===== config.mk =====
export PLATFORM = sky130hd
export DESIGN_NAME = connect4_game_ctrl
export DESIGN_NICKNAME = d
export VERILOG_FILES = /design/src/rtl/connect4_game_ctrl.sv
export SDC_FILE = /design/constraint.sdc
export NUM_CORES = 1
export LEC_CHECK = 0
export ABC_AREA = 1
export BUFFER_PORTS_ARGS = -buffer_cell sky130_fd_sc_hd__buf_4
export CAP_MARGIN = 15
export CORE_MARGIN = 2
export CORE_UTILIZATION = 45
export CTS_CLUSTER_DIAMETER = 200
export CTS_CLUSTER_SIZE = 8
export DETAILED_ROUTE_END_ITERATION = 8
export GPL_TIMING_DRIVEN = 0
export PLACE_DENSITY = 0.74
export SYNTH_ARGS = -nofsm -noshare
export SYNTH_HDL_FRONTEND = slang
export SYNTH_SLANG_ARGS = --single-unit

===== constraint.sdc =====
create_clock -name clk -period 3.2 [get_ports clk]
set_input_delay 0.16 -clock clk [delete_from_list [all_inputs] [get_ports clk]]
set_output_delay 0.16 -clock clk [all_outputs]
set_load 0.01 [all_outputs]

===== src/rtl/connect4_game_ctrl.sv =====
// connect4_game_ctrl: move sequencer for a 6x7 Connect 4 board.
// Clears the board RAM after reset, turns one-cycle move requests into a
// board write at the lowest free row, launches the external win checker and
// keeps turn, winner and draw state.
// Optional feature: define TURN_TIMEOUT_EN to enable an idle-turn auto-move
// after TIMEOUT_CYCLES cycles in WAIT.
// The board write port and chk_start are registered: the first CLEAR cycle
// after reset fills that register, so the 42 clearing writes appear on the
// following 42 cycles and busy only drops once the last one has been issued.
module connect4_game_ctrl #(
   parameter int ROWS = 6,
   parameter int COLS = 7
`ifdef TURN_TIMEOUT_EN
   ,
   parameter int TIMEOUT_CYCLES = 50_000_000
`endif
) (
   input  logic       clk,
   input  logic       KEY0,
   input  logic       play_req,
   input  logic [2:0] col_sel,
   output logic       wr_en,
   output logic [2:0] wr_row,
   output logic [2:0] wr_col,
   output logic [1:0] wr_player,
   output logic       chk_start,
   output logic [2:0] chk_row,
   output logic [2:0] chk_col,
   input  logic       chk_done,
   input  logic       chk_win,
   output logic [1:0] jugador_actual,
   output logic       hay_ganador,
   output logic       empate,
   output logic       move_invalid,
   output logic       busy
);

   localparam logic [2:0] ROWS_L  = 3'(ROWS);
   localparam logic [2:0] COLS_L  = 3'(COLS);
   localparam logic [5:0] CELLS_L = 6'(ROWS * COLS);

   typedef enum logic [2:0] {
      S_CLEAR,
      S_WAIT,
      S_WRITE,
      S_CHECK,
      S_WIN,
      S_DRAW
   } state_t;

   logic rst_n;
   assign rst_n = KEY0;

   state_t     state_q, state_d;
   logic [1:0] player_q, player_d;
   logic       win_q, win_d;
   logic       draw_q, draw_d;
   logic       invalid_q, invalid_d;
   logic [2:0] height_q [COLS];
   logic [2:0] height_d [COLS];
   logic [5:0] move_cnt_q, move_cnt_d;
   logic [2:0] cur_row_q, cur_row_d;
   logic [2:0] cur_col_q, cur_col_d;
   logic [5:0] clr_idx_q, clr_idx_d;
   logic [2:0] clr_row_q, clr_row_d;
   logic [2:0] clr_col_q, clr_col_d;
   logic       wr_en_q, wr_en_d;
   logic [2:0] wr_row_q, wr_row_d;
   logic [2:0] wr_col_q, wr_col_d;
   logic [1:0] wr_player_q, wr_player_d;
   logic       chk_start_q, chk_start_d;

   logic [2:0] sel_height;
   logic       sel_ok;

   logic       timeout_hit;
   logic [2:0] auto_col;
   logic [2:0] auto_row;

   // Look up the height of the requested column and decide if the drop fits
   always_comb begin
      sel_height = '0;
      for (int c = 0; c < COLS; c++) begin
         if (col_sel == 3'(c)) begin
            sel_height = height_q[c];
         end
      end
      sel_ok = (col_sel < COLS_L) && (sel_height < ROWS_L);
   end

`ifdef TURN_TIMEOUT_EN
   logic [31:0] idle_q, idle_d;
   logic        auto_ok;

   // Pick the lowest-index column that still has room for the auto-move
   always_comb begin
      auto_ok  = 1'b0;
      auto_col = '0;
      auto_row = '0;
      for (int c = COLS - 1; c >= 0; c--) begin
         if (height_q[c] < ROWS_L) begin
            auto_ok  = 1'b1;
            auto_col = 3'(c);
            auto_row = height_q[c];
         end
      end
   end

   assign timeout_hit = (state_q == S_WAIT) && !play_req && auto_ok &&
                        (idle_q == 32'(TIMEOUT_CYCLES - 1));

   // Idle counter only runs while waiting quietly; any request or leaving WAIT restarts it
   always_comb begin
      idle_d = '0;
      if ((state_q == S_WAIT) && !play_req && !timeout_hit) begin
         idle_d = idle_q + 32'd1;
      end
   end

   // Idle counter register
   always_ff @(posedge clk or negedge rst_n) begin
      if (!rst_n) begin
         idle_q <= '0;
      end else begin
         idle_q <= idle_d;
      end
   end
`else
   assign timeout_hit = 1'b0;
   assign auto_col    = '0;
   assign auto_row    = '0;
`endif

   // Next-state, board bookkeeping and registered-output computation
   always_comb begin
      state_d     = state_q;
      player_d    = player_q;
      win_d       = win_q;
      draw_d      = draw_q;
      invalid_d   = 1'b0;
      height_d    = height_q;
      move_cnt_d  = move_cnt_q;
      cur_row_d   = cur_row_q;
      cur_col_d   = cur_col_q;
      clr_idx_d   = clr_idx_q;
      clr_row_d   = clr_row_q;
      clr_col_d   = clr_col_q;
      wr_en_d     = 1'b0;
      wr_row_d    = wr_row_q;
      wr_col_d    = wr_col_q;
      wr_player_d = wr_player_q;
      chk_start_d = 1'b0;

      case (state_q)
         S_CLEAR: begin
            if (clr_idx_q < CELLS_L) begin
               wr_en_d     = 1'b1;
               wr_row_d    = clr_row_q;
               wr_col_d    = clr_col_q;
               wr_player_d = 2'd0;
               clr_idx_d   = clr_idx_q + 6'd1;
               if (clr_col_q == COLS_L - 3'd1) begin
                  clr_col_d = '0;
                  clr_row_d = clr_row_q + 3'd1;
               end else begin
                  clr_col_d = clr_col_q + 3'd1;
               end
            end else begin
               state_d = S_WAIT;
            end
         end

         S_WAIT: begin
            if (play_req) begin
               if (sel_ok) begin
                  cur_row_d   = sel_height;
                  cur_col_d   = col_sel;
                  wr_en_d     = 1'b1;
                  wr_row_d    = sel_height;
                  wr_col_d    = col_sel;
                  wr_player_d = player_q;
                  state_d     = S_WRITE;
               end else begin
                  invalid_d = 1'b1;
               end
            end else if (timeout_hit) begin
               cur_row_d   = auto_row;
               cur_col_d   = auto_col;
               wr_en_d     = 1'b1;
               wr_row_d    = auto_row;
               wr_col_d    = auto_col;
               wr_player_d = player_q;
               state_d     = S_WRITE;
            end
         end

         S_WRITE: begin
            for (int c = 0; c < COLS; c++) begin
               if ((cur_col_q == 3'(c)) && (height_q[c] < ROWS_L)) begin
                  height_d[c] = height_q[c] + 3'd1;
               end
            end
            move_cnt_d  = move_cnt_q + 6'd1;
            chk_start_d = 1'b1;
            state_d     = S_CHECK;
         end

         S_CHECK: begin
            if (chk_done) begin
               if (chk_win) begin
                  win_d   = 1'b1;
                  state_d = S_WIN;
               end else if (move_cnt_q == CELLS_L) begin
                  draw_d  = 1'b1;
                  state_d = S_DRAW;
               end else begin
                  player_d = (player_q == 2'd1) ? 2'd2 : 2'd1;
                  state_d  = S_WAIT;
               end
            end
         end

         S_WIN:   state_d = S_WIN;
         S_DRAW:  state_d = S_DRAW;
         default: state_d = S_CLEAR;
      endcase
   end

   // State and datapath registers; reset restarts the board clear
   always_ff @(posedge clk or negedge rst_n) begin
      if (!rst_n) begin
         state_q     <= S_CLEAR;
         player_q    <= 2'd1;
         win_q       <= 1'b0;
         draw_q      <= 1'b0;
         invalid_q   <= 1'b0;
         for (int c = 0; c < COLS; c++) begin
            height_q[c] <= '0;
         end
         move_cnt_q  <= '0;
         cur_row_q   <= '0;
         cur_col_q   <= '0;
         clr_idx_q   <= '0;
         clr_row_q   <= '0;
         clr_col_q   <= '0;
         wr_en_q     <= 1'b0;
         wr_row_q    <= '0;
         wr_col_q    <= '0;
         wr_player_q <= '0;
         chk_start_q <= 1'b0;
      end else begin
         state_q     <= state_d;
         player_q    <= player_d;
         win_q       <= win_d;
         draw_q      <= draw_d;
         invalid_q   <= invalid_d;
         height_q    <= height_d;
         move_cnt_q  <= move_cnt_d;
         cur_row_q   <= cur_row_d;
         cur_col_q   <= cur_col_d;
         clr_idx_q   <= clr_idx_d;
         clr_row_q   <= clr_row_d;
         clr_col_q   <= clr_col_d;
         wr_en_q     <= wr_en_d;
         wr_row_q    <= wr_row_d;
         wr_col_q    <= wr_col_d;
         wr_player_q <= wr_player_d;
         chk_start_q <= chk_start_d;
      end
   end

   assign wr_en          = wr_en_q;
   assign wr_row         = wr_row_q;
   assign wr_col         = wr_col_q;
   assign wr_player      = wr_player_q;
   assign chk_start      = chk_start_q;
   assign chk_row        = cur_row_q;
   assign chk_col        = cur_col_q;
   assign jugador_actual = player_q;
   assign hay_ganador    = win_q;
   assign empate         = draw_q;
   assign move_invalid   = invalid_q;
   assign busy           = (state_q != S_WAIT);

endmodule

---- Word-level counts from Yosys, hierarchy flattened ----
Index checks and enable logic that the tools add are counted.
storage, ports and cells
  output and inout bits ................... 22
  input port bits ......................... 8
  word-level logic and storage cells ...... 135
  bits in registers ....................... 63
cells by class
  reductions and logical operators ........ 27
  multiplexer cells ....................... 36
  add/subtract/negate cells ............... 11
  order comparisons ....................... 10
  equality and inequality tests ........... 26
  bitwise gates (word level) .............. 2
operator list
  operator             count
  $mux 3               20
  $add 3x1->3 const B  9
  $eq 3x3->1 const B   9
  $lt 3x3->1 const B   9
  $eq 3x2->1 const B   6
  $pmux 3 s6           1
  $reduce_and 2->1     8
  $reduce_and 4->1     4
  $add 6x1->6 const B  2
  $pmux 3 s2           2
  $ne 2x2->1 const B   5
  $eq 3x1->1 const B   3
  $logic_not 3->1      3
  $reduce_and 3->1     3
  $logic_and 1x1->1    8
  $mux 2               4
  $mux 1               7
  $eq 6x6->1 const B   1
  $lt 6x6->1 const B   1
  $pmux 2 s2           1
  $ne 3x1->1 const B   1
  $eq 2x1->1 const B   1
  $not 1->1            2
  $pmux 1 s2           1
  $reduce_bool 2->1    1

---- Logic depth before layout (Yosys ltp) ----
Gate-level depths: netlist of the first run.
  depth after elaboration ................. 13
  depth in mapped cells ................... 12
  mapped depth without buffers ............ 11

---- Worst setup path before layout of the first run ----
OpenSTA, ideal clock, no wires.
  path type ............................... reg2reg
  start point ............................. register state_q[2]
  end point ............................... register height_q[11] (netlist name)
  setup slack ............................. 1680 ps
  buffers on the path ..................... 0
  library setup time ...................... 122 ps
  data required time ...................... 3078 ps
  cell stages (with the launch flop) ...... 7
  arrival ................................. 1398 ps
  clock period less this slack ............ 1520 ps
  path through ............................ dfrtp_1 -> nor2_2 -> nand2_2 -> or2_4 -> a2111oi_4 -> nand2_1 -> xor2_1
between the ends
  cells in the longest elaborated chain, start to end .. 2
ends and longest elaborated chain
  what                               line  text
  start, declared                    54    state_t state_q, state_d;
  start signal, assigned             252   state_q <= state_d;
  $eq 3x2->1                         154   case (state_q)
  $reduce_and 2->1 (no source line)  --
  end signal, assigned               257   height_q <= height_d;
  end, declared                      59    logic [2:0] height_q [COLS];
Every way passes these cells.
A chain may end at the register's enable or synchronous reset.

---- Worst setup path in the final report of the first run ----
  start point ............................. register state_q[0]
  end point ............................... output busy
between the ends
  cells in the longest elaborated chain, start to end .. 1
ends and longest elaborated chain
  what           line  text
  $ne 3x1->1     283   assign busy = (state_q != S_WAIT);
  end, declared  35    output logic busy
Every way passes these cells.

==> flow_summary_export.csv, run 1 <==
group,metric,value,unit
outcome,status,"finished clean",
global_routing,grt_max_degree,64,
clocking,cts_hold_buf,1,
route,drt_iter0_drc,163,
route,drc,0,
clocking,cts_htree_levels,3,
floorplan,io-pin-count,30,
clocking,cts_buffer_depth,2,
layout,fin_util,54.1,%
global_routing,grt_use_total,18.4,%
critical_path,crit_required,3.04,ns
placed_design,dp_slack,1.50,ns
route,dr.pass1.iters,4,
pwr,leakage,1.82,nW
global_routing,grt_pass1_wl,10500,um
clocking,worstSkewPairLatency,0.34,ns
global_routing,met1_usage,24.9,%
critical_path,startpoint_type,"flop",
global_routing,grt_pass1_vias,2227,
floorplan,std_cell_rows,30,
layout,final_cell_mix,"76 x nand2_1, 62 x dfrtp_1, 35 x inv_1",
floorplan,core,6720,um2
logic_synthesis,seq_area_frac_synth,51.3,%
layout,drive_gt1_share,18.0,%
timing,rsz0062_at_grt,"no",
clocking,cts_buffers,9,
layout,syn_to_final_growth,18.1,%
route,num_vias,2287,
critical_path,worstSetupPathType,"reg2out",
logic_synthesis,ys_types,34,
timing,finalSetupViolations,0,
layout,finalNetCount,386,
timing,fin_tns_setup,0,ns
timing,timing.final.crit_share,54.1,%
placed_design,io_buffers,27,
timing,drv_slew,0,
floorplan,initial_core_util,45.8,%
placed_design,dpl.hpwl,4390,um
clocking,cts_tree,"done",
floorplan,fp.dieH,86.7,um
global_routing,antenna_found_initial,0,
timing,slew_headroom,48.1,%
logic_synthesis,synth-seq-cells,63,
timing,clock.fmax,577,MHz
floorplan,dieArea,7510,um2
critical_path,cp_cell_sequence,"inv_1, nor2_1, nand2_1, clkbuf_1, buf_4",
layout,antenna_cells,0,
timing,hold_viol_final,0,
timing,period_needed,1.73,ns
clocking,clock-sinks,63,
floorplan,die_w,86.7,um
layout,fillers,604,
route,drt-vias-per-instance,5.06,
job,maxCapViolCount,0,
route,drtAntennaViolNets,0,
clocking,cts_resized,0,
critical_path,cpMaxStageDelayCell,"dfrtp_1",
clocking,root_buffer,"clkbuf_8",
clocking,path_clk_slew,0.08,ns
pwr,vdd_drop_max,0.000284,V
critical_path,cp_data_arrival_time,1.57,ns
timing,fin_skew,0.0118,ns
route,routed_wl,6040,um
min_path,worstHoldPathType,"in2reg",
critical_path,cp_num_buf_inv,3,
placed_design,gp_congestion,0.872,
critical_path,setup.worst_path.end_class,"output port",
layout,layout_commonest_cell,"nand2_1",
pwr,power_density,950,nW/um2
logic_synthesis,postSynthCellCount,328,
clocking,cts_setup_buffers,0,
global_routing,gr-usage-met3,3.90,%
global_routing,overflow,0,
logic_synthesis,yosysWarnings,0,
critical_path,critPathMaxStageDelay,0.41,ns
critical_path,critical_path.top_delay_family,"buffers and inverters",
timing,tightest_slew,0.779,ns
timing,fin_ws,1.47,ns
global_routing,use_met2,27.4,%
logic_synthesis,postSynthAreaPerCell,9.38,um2
route,wire_per_inst,13.4,um
pwr,p_total,3.45,mW
global_routing,grt-busiest-layer,"met2",
critical_path,critPathMaxFanout,10,
logic_synthesis,syn_area,3080,um2
logic_synthesis,syn-num-nets,347,
==> cells by family (layout without fill, tap and decap cells) <==
family          after synthesis  in the layout  share of synthesized area, %
fa+ha+maj                    11             11                          4.47
flops                        63             63                          51.3
compound gates               36             36                          8.74
xor+xnor                     25             25                          7.12
mux                           3              3                          1.10
simple gates                144            144                          20.8
buf+inv                      46             90                          6.47
==> metal layers <==
layer	wire, um	share of wire (%)	up-vias
li1	-	-	1146
met1	2850	47	1088
met2	2820	47	39
met3	196	3.2	14
met4	177	2.9	0
met5	0	0	-
==> synth_stat cells <==
master     instances  share of area, %
nand2_1           76               9.3
dfrtp_1           62                50
a31o_2             1              0.28
clkinv_1           1              0.12
xnor2_1            7               2.0
nand2_4            1              0.37
nor2_2             1              0.20
o21ai_0           14               2.3
nor3_2             1              0.33
o22ai_2            1              0.41
nand2_2            1              0.20
o31ai_1            1              0.24
inv_4              1              0.20
buf_6              2              0.73
or2_4              1              0.28
mux2_2             3               1.1
xor2_1            18               5.1
nand3_1           16               2.6
dfstp_2            1              0.85
inv_2              3              0.37
buf_4              2              0.49
ha_1              11               4.5
inv_1             35               4.3
and3b_1            1              0.28
a2111oi_4          3               2.7
a21oi_1            6              0.98
nand4_1           15               3.1
nor3_1             6              0.98
o21ai_1            7               1.1
nor2_1            24               2.9
nand3_2            1              0.33
clkbuf_1           1              0.12
a21o_1             3              0.73
buf_2              1              0.16
==> power by group <==
part	total (mW)	internal (mW)	leakage [nW]	switching (mW)
Clock	0.844	0.518	0.112	0.326
Combinational	1.22	0.511	0.899	0.706
Sequential	1.39	1.11	0.809	0.280
Total	3.45	2.14	1.82	1.31
==> per-stage QoR <==
step,instance area [um2],hold slack (ns),std cells
after global placement,3380,0.291,435
after floorplan,3080,-0.136,328
after detailed placement,3380,0.297,435
after global routing,3630,0.0516,452
final,3630,0.0625,452
after CTS,3630,0.0599,452
==> sequential cells by signal, indices dropped and copies added (netlist names), 2 cells and up <==
signal	flops
height_q	21
clr_idx_q	6
move_cnt_q	6
chk_col	3
chk_row	3
clr_col_q	3
clr_row_q	3
state_q	3
wr_col	3
wr_row	3
jugador_actual	2
wr_player	2
==> layout make-up <==
class | count | area (um2) | share of cell area (%)
Sequential cell | 63 | 1580 | 43.4
Multi-Input combinational cell | 219 | 1300 | 35.8
Timing Repair Buffer | 28 | 213 | 5.85
Inverter | 40 | 153 | 4.20
Clock buffer | 9 | 124 | 3.41
Clock inverter | 7 | 121 | 3.34
Tap cell | 80 | 100 | 2.75
Buffer | 6 | 46.3 | 1.27
==> path summary, 6_finish.rpt <==
check / startpoint / endpoint / slack (ns) / depth (start not counted)
hold reg to reg: wr_row[0]$_DFFE_PN0P_ / wr_row[0]$_DFFE_PN0P_ / 0.47 / 2
hold / removal: chk_win / hay_ganador$_DFFE_PN0P_ / 0.06 / 2
setup reg to reg: state_q[2]$_DFFE_PN0P_ / height_q[7]$_DFFE_PN0P_ / 1.48 / 6
setup / recovery: state_q[0]$_DFFE_PN0P_ / busy / 1.47 / 5
min in group asynchronous: KEY0 / height_q[19]$_DFFE_PN0P_ / 0.45 / 2
max in group asynchronous: KEY0 / wr_col[0]$_DFFE_PN0P_ / 2.25 / 2
(Power assumes the default switching activity.)
==> run 2: changes to the inputs <==
Clock period 3.2 ns to 1.6 ns, I/O delays scaled along.
==> run 2 against run 1 <==
Compared with the run above:
- first-iteration DRC count up 4.3%
- highest routed layer unchanged
- final cell count is 5.3% higher
- worst hold slack improved by 0.024 ns
==> flow_summary_export.csv, run 2 (synthesized netlist as in run 1, its figures left out) <==
group,metric,value,unit
floorplan,die_w,86.7,um
critical_path,critPathMaxFanout,4,
critical_path,cp_cell_sequence,"nor2_2, nand2_2, or2_4, a2111oi_4, buf_4, xor2_1",
timing,tightest_slew,0.786,ns
critical_path,ff2ff_path_depth,6,
timing,drv_slew,0,
placed_design,placed_cell_area,3380,um2
layout,fin_util,58.5,%
placed_design,dp_slack,-0.103,ns
min_path,worstHoldPathType,"in2reg",
critical_path,startpoint_type,"flop",
clocking,clock-sinks,63,
critical_path,r2r_start,"state_q[2]$_DFFE_PN0P_",
timing,rsz0062_at_grt,"yes",
clocking,cts_htree_levels,3,
route,num_vias,2445,
critical_path,worstSetupPathType,"reg2reg",
layout,antenna_cells,0,
placed_design,gp_congestion,0.872,
critical_path,critPathMaxStageDelay,0.39,ns
route,drtAntennaViolNets,0,
min_path,min_to,"move_invalid$_DFF_PN0_",
layout,layout_commonest_cell,"nand2_1",
timing,slew_headroom,47.6,%
clocking,cts_buffer_depth,2,
job,maxCapViolCount,0,
floorplan,fp.dieH,86.7,um
global_routing,antenna_found_initial,0,
clocking,root_buffer,"clkbuf_8",
placed_design,dpl.hpwl,4390,um
pwr,leakage,1.96,nW
layout,syn_to_final_growth,27.7,%
pwr,power_density,1920,nW/um2
route,routed_wl,6710,um
critical_path,crit_required,1.86,ns
critical_path,cp_data_arrival_time,1.86,ns
critical_path,r2r_slack,0.0006,ns
layout,finalNetCount,410,
layout,drive_gt1_share,27.8,%
timing,hold_slack,0.0866,ns
global_routing,overflow,0,
timing,fin_tns_setup,0,ns
layout,largest_reg_flops,21,
global_routing,grt_pass1_wl,10800,um
layout,design_area,3930,um2
route,dr.pass1.iters,4,
placed_design,io_buffers,27,
clocking,cts_tree,"done",
timing,period_needed,1.60,ns
layout,largestRegisters,"height_q x21, clr_idx_q x6, move_cnt_q x6",
route,wire_per_inst,14.1,um
min_path,min_path_cells,3,
global_routing,grt_pass1_vias,2265,
timing,clock.fmax,625,MHz
min_path,worstHoldStart,"play_req",
timing,timing.final.crit_share,100,%
layout,layoutNonFillerInstCount,476,
global_routing,grt_max_degree,64,
pwr,vdd_drop_max,0.000653,V
clocking,path_clk_slew,0.07,ns
floorplan,initial_core_util,45.8,%
clocking,cts_buffers,9,
critical_path,reg2reg_to,"height_q[15]$_DFFE_PN0P_",
outcome,status,"finished clean",
pwr,p_total,7.56,mW
timing,hold_viol_final,0,
critical_path,setup.worst_path.end_class,"flop",
floorplan,core,6720,um2
floorplan,std_cell_rows,30,
layout,regMostFlops,"height_q",
route,drc,0,
floorplan,io-pin-count,30,
clocking,worstSkewPairLatency,0.34,ns
route,drt_iter0_drc,170,
critical_path,cpMaxStageDelayCell,"dfrtp_1",
floorplan,dieArea,7510,um2
timing,finalSetupViolations,0,
timing,fin_ws,0.000624,ns
layout,final_cell_mix,"72 x nand2_1, 59 x dfrtp_1, 52 x buf_4",
placed_design,post-place-cells,435,
global_routing,grt_use_total,18.7,%
timing,fin_skew,0.00753,ns
route,drt-vias-per-instance,5.14,
-- run 2: worst max-delay path: cells and delay by family, from the launching register on --
| kind | cells | cell delay (ns) |
|---|---|---|
| simple gates | 3 | 0.56 |
| compound gates | 1 | 0.23 |
| buf+inv | 1 | 0.19 |
| flops | 1 | 0.39 |
| xor+xnor | 1 | 0.14 |
-- run 2: worst max-delay path by stage --
stage               cells past startpoint                      from                       end
global route                            6    state_q[2]$_DFFE_PN0P_   height_q[9]$_DFFE_PN0P_
global placement                        6    state_q[2]$_DFFE_PN0P_   height_q[7]$_DFFE_PN0P_
floorplan                               6    state_q[2]$_DFFE_PN0P_  height_q[11]$_DFFE_PN0P_
CTS                                     6    state_q[0]$_DFFE_PN0P_  height_q[15]$_DFFE_PN0P_
detailed placement                      8  clr_idx_q[1]$_DFFE_PN0P_  clr_idx_q[4]$_DFFE_PN0P_
finish                                  6    state_q[2]$_DFFE_PN0P_  height_q[15]$_DFFE_PN0P_
-- run 2: layout make-up --
type                    count  area, um2
well taps                  80        100
fillers                   563       2790
clock buffers               9        124
inverters                  40        155
clock inverters             7        121
repair buffers             52        398
multi-input cells         219       1390
plain buffers               6       56.3
flip-flops and latches     63       1580
-- run 2: layer usage --
| layer | routed length (um) | track usage, % | vias to the layer above |
|---|---|---|---|
| li1 | - | - | 1193 |
| met2 | 3280 | 28.2 | 52 |
| met4 | 160 | 10.2 | 0 |
| met1 | 3020 | 25.3 | 1186 |
| met3 | 254 | 3.90 | 14 |
| met5 | 0 | 0 | - |
-- run 2: report_power, final --
group	leakage [nW]	internal, mW	switching [mW]
Combinational	1.04	1.38	1.69
Clock	0.112	1.04	0.651
Sequential	0.805	2.23	0.571
-- run 2: timing repair --
action                                 4_1_cts  5_1_grt
hold buffers                                 3        0
resized for setup                            6       29
setup endpoints to repair                   12       38
endpoints found under the hold margin       64        0
setup buffers                                6       17
pin swaps                                    6        8
==> run 3: changes to the inputs <==
Clock period 1.6 ns to 2.05 ns, I/O delays scaled along.
==> run 3 against run 2 <==
Compared with the run above:
- sequential share of layout area grew 3.0 points
- utilization down 4.2 points
- critical endpoint is now height_q[7]$_DFFE_PN0P_
- final cell count is 4.8% lower
- clock skew increased by 0.0043 ns
- first-iteration DRC count shrank 16%
- total power is 29% lower
- wire length shrank 9.7%
- register-to-register slack gained 0.34 ns
- highest routed layer unchanged
==> flow_summary_export.csv, run 3 (synthesized netlist as in run 1, its figures left out) <==
group,metric,value,unit
clocking,path_clk_slew,0.07,ns
min_path,worstHoldPathType,"in2reg",
timing,timing.final.crit_share,83.5,%
route,drc,0,
route,drt_iter0_drc,142,
pwr,leakage,1.82,nW
critical_path,crit_required,2.28,ns
global_routing,grt_use_total,18.4,%
layout,layoutNonFillerInstCount,453,
global_routing,antenna_found_initial,0,
route,drt-vias-per-instance,5.08,
layout,final_cell_mix,"76 x nand2_1, 62 x dfrtp_1, 35 x inv_1",
timing,period_needed,1.71,ns
floorplan,fp.dieH,86.7,um
route,wl_met2,2830,um
floorplan,dieArea,7510,um2
placed_design,gp_congestion,0.872,
critical_path,worstSetupPathType,"reg2reg",
floorplan,die_w,86.7,um
floorplan,core,6720,um2
timing,fin_ws,0.338,ns
route,routed_wl,6060,um
route,dr_wl_met3,205,um
outcome,status,"finished clean",
global_routing,overflow,0,
layout,design_area,3640,um2
layout,drive_gt1_share,18.0,%
global_routing,grt_max_degree,64,
floorplan,std_cell_rows,30,
floorplan,io-pin-count,30,
timing,finalSetupViolations,0,
clocking,clock-sinks,63,
job,maxCapViolCount,0,
layout,fin_util,54.2,%
timing,fin_tns_setup,0,ns
route,wire_per_inst,13.4,um
timing,clock.fmax,584,MHz
pwr,vdd_drop_max,0.000443,V
timing,rsz0062_at_grt,"no",
route,num_vias,2303,
placed_design,placed_cell_area,3380,um2
placed_design,io_buffers,27,
route,dr.pass1.iters,4,
timing,fin_skew,0.0119,ns
clocking,cts_htree_levels,3,
global_routing,grt_pass1_wl,10500,um
clocking,worstSkewPairLatency,0.34,ns
timing,hold_slack,0.0265,ns
timing,hold_viol_final,0,
pwr,p_total,5.40,mW
critical_path,setup.worst_path.end_class,"flop",
critical_path,cp_data_arrival_time,1.94,ns
placed_design,dp_slack,0.347,ns
route,routedLengthMet1,2850,um
layout,largest_reg_flops,21,
layout,antenna_cells,0,
layout,fillers,603,
layout,finalNetCount,387,
layout,syn_to_final_growth,18.5,%
route,drtAntennaViolNets,0,
placed_design,post-place-cells,435,
timing,slew_headroom,48.2,%
layout,largestRegisters,"height_q x21, clr_idx_q x6, move_cnt_q x6",
global_routing,grt_pass1_vias,2227,
clocking,cts_buffers,9,
placed_design,dpl.hpwl,4390,um
pwr,power_density,1480,nW/um2
floorplan,initial_core_util,45.8,%
clocking,root_buffer,"clkbuf_8",
critical_path,critPathMaxFanout,7,
route,highest_layer,"met4",
clocking,cts_setup_buffers,0,
layout,layout_commonest_cell,"nand2_1",
clocking,cts_tree,"done",
critical_path,startpoint_type,"flop",
timing,drv_slew,0,
timing,tightest_slew,0.778,ns
clocking,cts_buffer_depth,2,
layout,regMostFlops,"height_q",
-- run 3: cell types whose count changed in the layout (fill, tap and decap cells not counted), moves of 3 or more --
| cell | before | now |
|---|---|---|
| dfrtp_2 | 3 | 0 |
| dfrtp_1 | 59 | 62 |
| nor2_2 | 5 | 1 |
| nor2_1 | 18 | 24 |
| nand2_2 | 4 | 1 |
| buf_4 | 52 | 29 |
| nand3_1 | 13 | 16 |
| nand2_1 | 72 | 76 |
-- run 3: what timing repair did --
item                      in CTS  in global routing
hold buffers                   1                  1
resized for setup              0                  0
hold endpoints to repair      62                  1
-- run 3: metal layers --
layer / up-vias / GRT usage (%)
met2: 43 / 27.4
met3: 14 / 3.90
met4: 0 / 10.2
met1: 1097 / 24.9
met5: - / 0
li1: 1149 / -
-- run 3: where the power goes --
| part | switching [mW] | internal [mW] | total (mW) |
|---|---|---|---|
| combinational | 1.11 | 0.799 | 1.90 |
| sequential | 0.438 | 1.74 | 2.17 |
| clock | 0.509 | 0.809 | 1.32 |
| total | 2.05 | 3.34 | 5.40 |
-- run 3: path summary, 6_finish.rpt --
check                      depth (start not counted)                  endpoint                   start  slack, ns
min in group asynchronous                          2  height_q[19]$_DFFE_PN0P_                    KEY0       0.39
max                                                6   height_q[7]$_DFFE_PN0P_  state_q[2]$_DFFE_PN0P_       0.34
min reg2reg                                        2     wr_row[0]$_DFFE_PN0P_   wr_row[0]$_DFFE_PN0P_       0.47
max in group asynchronous                          2     wr_col[0]$_DFFE_PN0P_                    KEY0       1.16
max reg2reg                                        6   height_q[7]$_DFFE_PN0P_  state_q[2]$_DFFE_PN0P_       0.34
min                                                4    state_q[1]$_DFFE_PN0P_                chk_done       0.03
-- run 3: layout make-up --
cell class / instances / area (um2) / area share (%)
timing repair buffer: 29 / 223 / 6.11
clock inverter: 7 / 121 / 3.33
buffer: 6 / 46.3 / 1.27
multi-input combinational: 219 / 1300 / 35.7
clock buffer: 9 / 124 / 3.40
tap: 80 / 100 / 2.75
inverter: 40 / 153 / 4.19
sequential: 63 / 1580 / 43.3
-- run 3: critical path, stage by stage, from the launching register on --
cell     delay, ns
dfrtp_1       0.41
nor2_2        0.15
nand2_2       0.13
inv_1         0.19
nand3_1       0.09
a21oi_1       0.26
mux2_2        0.37
